[config.mk]
export PLATFORM = sky130hd
export DESIGN_NAME = multicycle_ctrl
export DESIGN_NICKNAME = d
export VERILOG_FILES = /design/src/rtl/cpu_defs.sv /design/src/rtl/ctrl_decode.sv /design/src/rtl/multicycle_ctrl.sv
export SDC_FILE = /design/constraint.sdc
export NUM_CORES = 1
export LEC_CHECK = 0
export CAP_MARGIN = 20
export CORE_MARGIN = 5
export CORE_UTILIZATION = 43
export CTS_CLUSTER_SIZE = 20
export DETAILED_ROUTE_END_ITERATION = 12
export GPL_ROUTABILITY_DRIVEN = 0
export GPL_TIMING_DRIVEN = 0
export PLACE_DENSITY = 0.85
export SLEW_MARGIN = 20
export SYNTH_ARGS = -nofsm -noshare
export SYNTH_HDL_FRONTEND = slang
export SYNTH_SLANG_ARGS = --single-unit
[constraint.sdc]
create_clock -name clk -period 3.7 [get_ports clk]
set_clock_uncertainty 0.15 [all_clocks]
set_input_delay 0.74 -clock clk [delete_from_list [all_inputs] [get_ports clk]]
set_output_delay 0.74 -clock clk [all_outputs]
set_load 0.01 [all_outputs]
[src/rtl/cpu_defs.sv]
// Shared definitions for the multicycle controller: state encoding, opcode/funct
// constants, ALU operation codes and datapath mux select encodings.
package cpu_defs;

  typedef enum logic [2:0] {
    StFetch  = 3'd0,
    StDecode = 3'd1,
    StExec   = 3'd2,
    StMem    = 3'd3,
    StWb     = 3'd4
  } state_e;

  // Opcodes
  localparam logic [5:0] OpRtype = 6'h00;
  localparam logic [5:0] OpJ     = 6'h02;
  localparam logic [5:0] OpBeq   = 6'h04;
  localparam logic [5:0] OpBne   = 6'h05;
  localparam logic [5:0] OpAddi  = 6'h08;
  localparam logic [5:0] OpAddiu = 6'h09;
  localparam logic [5:0] OpAndi  = 6'h0C;
  localparam logic [5:0] OpOri   = 6'h0D;
  localparam logic [5:0] OpLw    = 6'h23;
  localparam logic [5:0] OpSw    = 6'h2B;

  // R-type funct codes
  localparam logic [5:0] FnSll = 6'h00;
  localparam logic [5:0] FnSrl = 6'h02;
  localparam logic [5:0] FnAdd = 6'h20;
  localparam logic [5:0] FnSub = 6'h22;
  localparam logic [5:0] FnAnd = 6'h24;
  localparam logic [5:0] FnOr  = 6'h25;
  localparam logic [5:0] FnSlt = 6'h2A;

  // ALU operations
  localparam logic [3:0] AluAdd = 4'd0;
  localparam logic [3:0] AluSub = 4'd1;
  localparam logic [3:0] AluAnd = 4'd2;
  localparam logic [3:0] AluOr  = 4'd3;
  localparam logic [3:0] AluSlt = 4'd4;
  localparam logic [3:0] AluSll = 4'd5;
  localparam logic [3:0] AluSrl = 4'd6;

  // Extender field select
  localparam logic [1:0] ExtShamt  = 2'd0;
  localparam logic [1:0] ExtImm16  = 2'd1;
  localparam logic [1:0] ExtWord18 = 2'd2;

  // ALU B operand select
  localparam logic [1:0] SrcBReg  = 2'd0;
  localparam logic [1:0] SrcBFour = 2'd1;
  localparam logic [1:0] SrcBExt  = 2'd2;

  // Next-PC select
  localparam logic [1:0] PcAlu    = 2'd0;
  localparam logic [1:0] PcBranch = 2'd1;
  localparam logic [1:0] PcJump   = 2'd2;

  // Register destination select
  localparam logic [1:0] DstRt = 2'd0;
  localparam logic [1:0] DstRd = 2'd1;

  typedef enum logic [3:0] {
    ClsRtype,
    ClsShift,
    ClsRbad,
    ClsImm,
    ClsLogicImm,
    ClsLoad,
    ClsStore,
    ClsBeq,
    ClsBne,
    ClsJump,
    ClsIllegal
  } instr_cls_e;

endpackage

[src/rtl/ctrl_decode.sv]
// Combinational opcode/funct decoder: yields the instruction class and the ALU
// operation that class wants in EXEC.
module ctrl_decode
  import cpu_defs::*;
(
  input  logic [5:0] opcode,
  input  logic [5:0] funct,
  output instr_cls_e cls,
  output logic [3:0] alu_op
);

  always_comb begin
    cls    = ClsIllegal;
    alu_op = AluAdd;
    case (opcode)
      OpRtype: begin
        cls = ClsRtype;
        case (funct)
          FnAdd:   alu_op = AluAdd;
          FnSub:   alu_op = AluSub;
          FnAnd:   alu_op = AluAnd;
          FnOr:    alu_op = AluOr;
          FnSlt:   alu_op = AluSlt;
          FnSll: begin
            cls    = ClsShift;
            alu_op = AluSll;
          end
          FnSrl: begin
            cls    = ClsShift;
            alu_op = AluSrl;
          end
          default: cls = ClsRbad;
        endcase
      end
      OpJ:     cls = ClsJump;
      OpBeq: begin
        cls    = ClsBeq;
        alu_op = AluSub;
      end
      OpBne: begin
        cls    = ClsBne;
        alu_op = AluSub;
      end
      OpAddi, OpAddiu: cls = ClsImm;
      OpAndi: begin
        cls    = ClsLogicImm;
        alu_op = AluAnd;
      end
      OpOri: begin
        cls    = ClsLogicImm;
        alu_op = AluOr;
      end
      OpLw:    cls = ClsLoad;
      OpSw:    cls = ClsStore;
      default: cls = ClsIllegal;
    endcase
  end

endmodule

[src/rtl/multicycle_ctrl.sv]
// Multicycle CPU control FSM: FETCH/DECODE/EXEC/MEM/WB sequencing with a
// bounded wait on mem_ready in FETCH and MEM.
module multicycle_ctrl
  import cpu_defs::*;
#(
  parameter int unsigned MEM_TIMEOUT = 15
) (
  input  logic       clk,
  input  logic       rst,
  input  logic [5:0] opcode,
  input  logic [5:0] funct,
  input  logic       zero,
  input  logic       mem_ready,
  output logic       pc_write,
  output logic       ir_write,
  output logic       mem_read,
  output logic       mem_write,
  output logic       reg_write,
  output logic       mem_to_reg,
  output logic       alu_src_a,
  output logic [1:0] ext_sel,
  output logic       sign_ext,
  output logic [1:0] alu_src_b,
  output logic [3:0] alu_op,
  output logic [1:0] reg_dst,
  output logic [1:0] pc_src,
  output logic [2:0] state,
  output logic       illegal,
  output logic       timeout
);

  localparam int unsigned CntW = (MEM_TIMEOUT < 2) ? 1 : $clog2(MEM_TIMEOUT + 1);

  state_e          state_q, state_d;
  logic [CntW-1:0] wait_q, wait_d;
  instr_cls_e      cls;
  logic [3:0]      dec_alu_op;
  logic            waiting, expired, taken;

  ctrl_decode u_decode (
    .opcode (opcode),
    .funct  (funct),
    .cls    (cls),
    .alu_op (dec_alu_op)
  );

  assign state   = state_q;
  assign waiting = (state_q == StFetch) || (state_q == StMem);
  assign expired = waiting && !mem_ready && (wait_q == CntW'(MEM_TIMEOUT));
  assign taken   = ((cls == ClsBeq) && zero) || ((cls == ClsBne) && !zero);

  always_comb begin
    state_d    = state_q;
    pc_write   = 1'b0;
    ir_write   = 1'b0;
    mem_read   = 1'b0;
    mem_write  = 1'b0;
    reg_write  = 1'b0;
    mem_to_reg = 1'b0;
    alu_src_a  = 1'b0;
    ext_sel    = ExtShamt;
    sign_ext   = 1'b0;
    alu_src_b  = SrcBReg;
    alu_op     = AluAdd;
    reg_dst    = DstRt;
    pc_src     = PcAlu;
    illegal    = 1'b0;
    timeout    = 1'b0;

    unique case (state_q)
      StFetch: begin
        mem_read  = !expired;
        alu_src_b = SrcBFour;
        alu_op    = AluAdd;
        if (mem_ready) begin
          ir_write = 1'b1;
          pc_write = 1'b1;
          pc_src   = PcAlu;
          state_d  = StDecode;
        end else if (expired) begin
          timeout = 1'b1;
        end
      end
      StDecode: begin
        // ALU speculatively forms the branch target PC + (offset << 2)
        ext_sel   = ExtWord18;
        sign_ext  = 1'b1;
        alu_src_b = SrcBExt;
        alu_op    = AluAdd;
        if (cls == ClsJump) begin
          pc_write = 1'b1;
          pc_src   = PcJump;
          state_d  = StFetch;
        end else if (cls == ClsIllegal) begin
          illegal = 1'b1;
          state_d = StFetch;
        end else begin
          state_d = StExec;
        end
      end
      StExec: begin
        case (cls)
          ClsRtype: begin
            alu_src_a = 1'b1;
            alu_src_b = SrcBReg;
            alu_op    = dec_alu_op;
            state_d   = StWb;
          end
          ClsShift: begin
            alu_src_a = 1'b1;
            alu_src_b = SrcBExt;
            ext_sel   = ExtShamt;
            alu_op    = dec_alu_op;
            state_d   = StWb;
          end
          ClsImm, ClsLoad, ClsStore: begin
            alu_src_a = 1'b1;
            alu_src_b = SrcBExt;
            ext_sel   = ExtImm16;
            sign_ext  = 1'b1;
            alu_op    = AluAdd;
            state_d   = (cls == ClsImm) ? StWb : StMem;
          end
          ClsLogicImm: begin
            alu_src_a = 1'b1;
            alu_src_b = SrcBExt;
            ext_sel   = ExtImm16;
            alu_op    = dec_alu_op;
            state_d   = StWb;
          end
          ClsBeq, ClsBne: begin
            alu_src_a = 1'b1;
            alu_src_b = SrcBReg;
            alu_op    = AluSub;
            pc_write  = taken;
            pc_src    = taken ? PcBranch : PcAlu;
            state_d   = StFetch;
          end
          default: begin
            illegal = 1'b1;
            state_d = StFetch;
          end
        endcase
      end
      StMem: begin
        mem_read  = (cls == ClsLoad) && !expired;
        mem_write = (cls == ClsStore) && !expired;
        if (mem_ready) begin
          state_d = (cls == ClsLoad) ? StWb : StFetch;
        end else if (expired) begin
          timeout = 1'b1;
          state_d = StFetch;
        end
      end
      StWb: begin
        reg_write  = 1'b1;
        reg_dst    = ((cls == ClsRtype) || (cls == ClsShift)) ? DstRd : DstRt;
        mem_to_reg = (cls == ClsLoad);
        state_d    = StFetch;
      end
      default: state_d = StFetch;
    endcase

    // A memory response arriving while reset is held belongs to an abandoned access
    if (rst) begin
      pc_write  = 1'b0;
      ir_write  = 1'b0;
      mem_write = 1'b0;
      reg_write = 1'b0;
      illegal   = 1'b0;
      timeout   = 1'b0;
    end
  end

  always_comb begin
    if ((state_d != state_q) || expired || !waiting) begin
      wait_d = '0;
    end else begin
      wait_d = wait_q + CntW'(1);
    end
  end

  always_ff @(posedge clk or posedge rst) begin
    if (rst) begin
      state_q <= StFetch;
      wait_q  <= '0;
    end else begin
      state_q <= state_d;
      wait_q  <= wait_d;
    end
  end

endmodule

==> out/metrics.yaml <==
status:
  status: "finished clean"
sta:
  tightest_slew_ns: 0.5205
  maxSlewHeadroom_pct: 64.81
  period_share_pct: 97.28
  period_needed_ns: 3.599
  hold_viol_final: 0
  setup_slack_ns: 0.1008
  max_freq_mhz: 277.8
  slew_violations: 0
  rsz0062_at_grt: "no"
  finalSetupViolations: 0
synth:
  synth_compound_area_share_pct: 18.66
  synth_area_leaders: "dfrtp_1, nor2_1, nand3b_1, inv_1, xnor2_1"
  synth_top_family_by_area: "simple AND/OR/NAND/NOR gates"
  synthDistinctLibCells: 48
  synth_edf_count: 0
  synth-xor-area-share_pct: 5.224
  synth_area_sq_um: 838.3
  synth_ff_type: "dfrtp_1"
  syn_inst: 109
  syn_area_per_cell_sq_um: 7.691
  synth_area_leader_cell: "dfrtp_1"
  yosys.area_share.simple_pct: 42.39
  yosysWarnings: 0
  ys_seq_area_share_pct: 20.90
  synthAdderAreaFrac_pct: 1.493
  synthMuxAreaShare_pct: 1.194
  yosys_register_bits: 7
  ys_async_sr_fraction_pct: 100.0
  synth_top_area_share_pct: 20.90
worst_setup_path:
  cp_max_fo: 8
  r2r_start: "state[2]"
  cp-start-kind: "input pin"
  crit_path_end_kind: "output pin"
  rr_endpoint: "state[1]"
  cp.arrival_ns: 2.71
  ff2ff_path_depth: 3
  crit_type: "in2out"
  crit_start: "opcode[2]"
  cp.required_ns: 2.81
  ff2ff_setup_slack_ns: 2.00
placement:
  placed_area_sq_um: 1236
  io_buffers: 36
  pre_cts_ws_ns: -0.2129
  hpwl_um: 2052
min_path:
  min_from: "wait_q[0]"
  hold_path_end: "wait_q[0]"
  hold_depth: 1
  hp-class: "reg2reg"
route:
  vias: 988
  drc_errors: 0
  postRouteAntennaNets: 0
  drt-vias-per-instance: 5.551
  routed_wl_um: 2534
  drt_iter0_drc: 16
  wire_per_inst_um: 14.24
  firstDrtPassIters: 4
global_route:
  first_global_vias: 1027
  grt_pass1_wl_um: 4381
  grt_usage_pct: 20.00
  grt.overflow.total: 0
  antenna_found_initial: 0
  grt_max_degree: 11
final_layout:
  stdcell_area_sq_um: 1294
  nFillCells: 167
  drive_gt1_share_pct: 17.88
  nNetsFinal: 169
  area_growth_syn_to_layout_pct: 54.33
  antenna_cells: 0
pwr:
  p_leak_nw: 0.5503
  power_density_nw_per_um2: 204.0
  peakVddDrop_mv: 0.1194
cts:
  path_clk_slew_ns: 0.06
  clk_latency_ns: 0.26
  cts.sinks: 7
  cts_tree: "yes"
  htreeDepth: 1
  numCtsBuffers: 3
  cts_root_buf: "clkbuf_4"
  cts_buffer_depth: 2
run:
  cap_violations: 0
floorplanning:
  core-area_sq_um: 1902
  die_y_um: 54.16
  dieWidth_um: 54.16
  start_util_pct: 44.08
  rows: 16
  ios: 41
  fp.dieArea_sq_um: 2933
==> worst max path at each step <==
stage                    to  cells past startpoint  slack, ns
2_1_floorplan      pc_write                      5       0.90
3_3_place_gp        illegal                      7      -0.20
3_5_place_dp       pc_write                      7      -0.21
4_1_cts        alu_src_b[1]                      6     -0.003
5_1_grt             illegal                      7      0.009
6_report           mem_read                      6       0.10
==> critical path: stages <==
cell and delay, ns:
dlygate4sd2_1 0.32, or2_2 0.31, buf_6 0.14, or4_4 0.49
a21oi_1 0.16, clkdlybuf4s50_1 0.55
==> placed cells by master, fill, tap and decap left out, drive strengths merged, types with 3 or more instances in the layout <==
master | synthesis | layout
nand2b | 3 | 3
xnor2 | 3 | 3
nor4 | 5 | 5
a21oi | 4 | 4
nor3 | 5 | 5
clkdlybuf4s50 | 0 | 29
nor2 | 14 | 14
nand2 | 6 | 6
clkbuf | 2 | 5
dlygate4sd2 | 0 | 5
buf | 6 | 7
dfrtp | 7 | 7
nand3 | 3 | 3
inv | 7 | 7
o21ai | 6 | 6
nand3b | 4 | 4
==> report_power, final <==
| group | internal, mW | switching, mW |
|---|---|---|
| clock | 0.0397 | 0.0327 |
| combinational | 0.0537 | 0.0533 |
| sequential | 0.0810 | 0.00347 |
==> cells by family after synthesis <==
group / after synthesis
buf+inv: 15
other cells: 1
simple gates: 57
fa+ha+maj: 1
xor+xnor: 5
flops: 7
compound gates: 22
mux: 1
==> final cells by class <==
type / count / area (sq um) / area share, %
plain buffers: 8 / 55.05 / 4.255
clock buffers: 3 / 22.52 / 1.741
clock inverters: 1 / 5.005 / 0.3868
inverters: 7 / 26.28 / 2.031
multi-input cells: 88 / 609.3 / 47.10
flip-flops and latches: 7 / 175.2 / 13.54
well taps: 27 / 33.78 / 2.611
repair buffers: 37 / 366.6 / 28.34
==> synthesized netlist by cell type (2+ instances only) <==
| cell type | count |
|---|---|
| a21oi_1 | 4 |
| xnor2_1 | 3 |
| nor4_1 | 4 |
| nor3_1 | 5 |
| xor2_1 | 2 |
| or2_2 | 2 |
| o21ai_0 | 5 |
| nand3_1 | 3 |
| nand3b_1 | 4 |
| buf_6 | 2 |
| nand2_1 | 6 |
| clkbuf_1 | 2 |
| nor2_1 | 14 |
| inv_1 | 7 |
| buf_4 | 2 |
| or4_4 | 2 |
| or3_1 | 2 |
| buf_2 | 2 |
| dfrtp_1 | 7 |
| nand2b_1 | 3 |
==> state kept, by name, summed over array words and instances (netlist names) <==
signal,flops
state,3
wait_q,4
==> per-stage QoR <==
step           power, mW  hold slack [ns]  utilization, %   TNS [ns]  instances
6_report          0.2640           0.3063           68.03          0        178
5_1_grt           0.2802           0.3416           68.03          0        178
4_1_cts           0.2641           0.3124           67.50  -0.003297        178
3_5_place_dp      0.1925           0.3044           65.00     -1.148        173
3_3_place_gp      0.1888           0.2952           65.00    -0.8997        173
2_1_floorplan     0.1392           0.2829               -          0        110
==> repair_timing <==
action	4_1_cts	5_1_grt
pin swaps	1	1
setup endpoints to repair	10	9
hold buffers	0	0
resized for setup	10	3
buffers inserted	1	0
==> per-layer routing <==
layer,track usage (%),wire length (um),up-vias,part of all wire (%)
met4,9.544,45,0,1.8
met1,22.39,1031,460,41
met3,3.878,134,7,5.3
met2,35.66,1322,41,52
met5,0,0,-,0
li1,-,-,480,-
No activity file was read; power rests on OpenSTA's default activity.
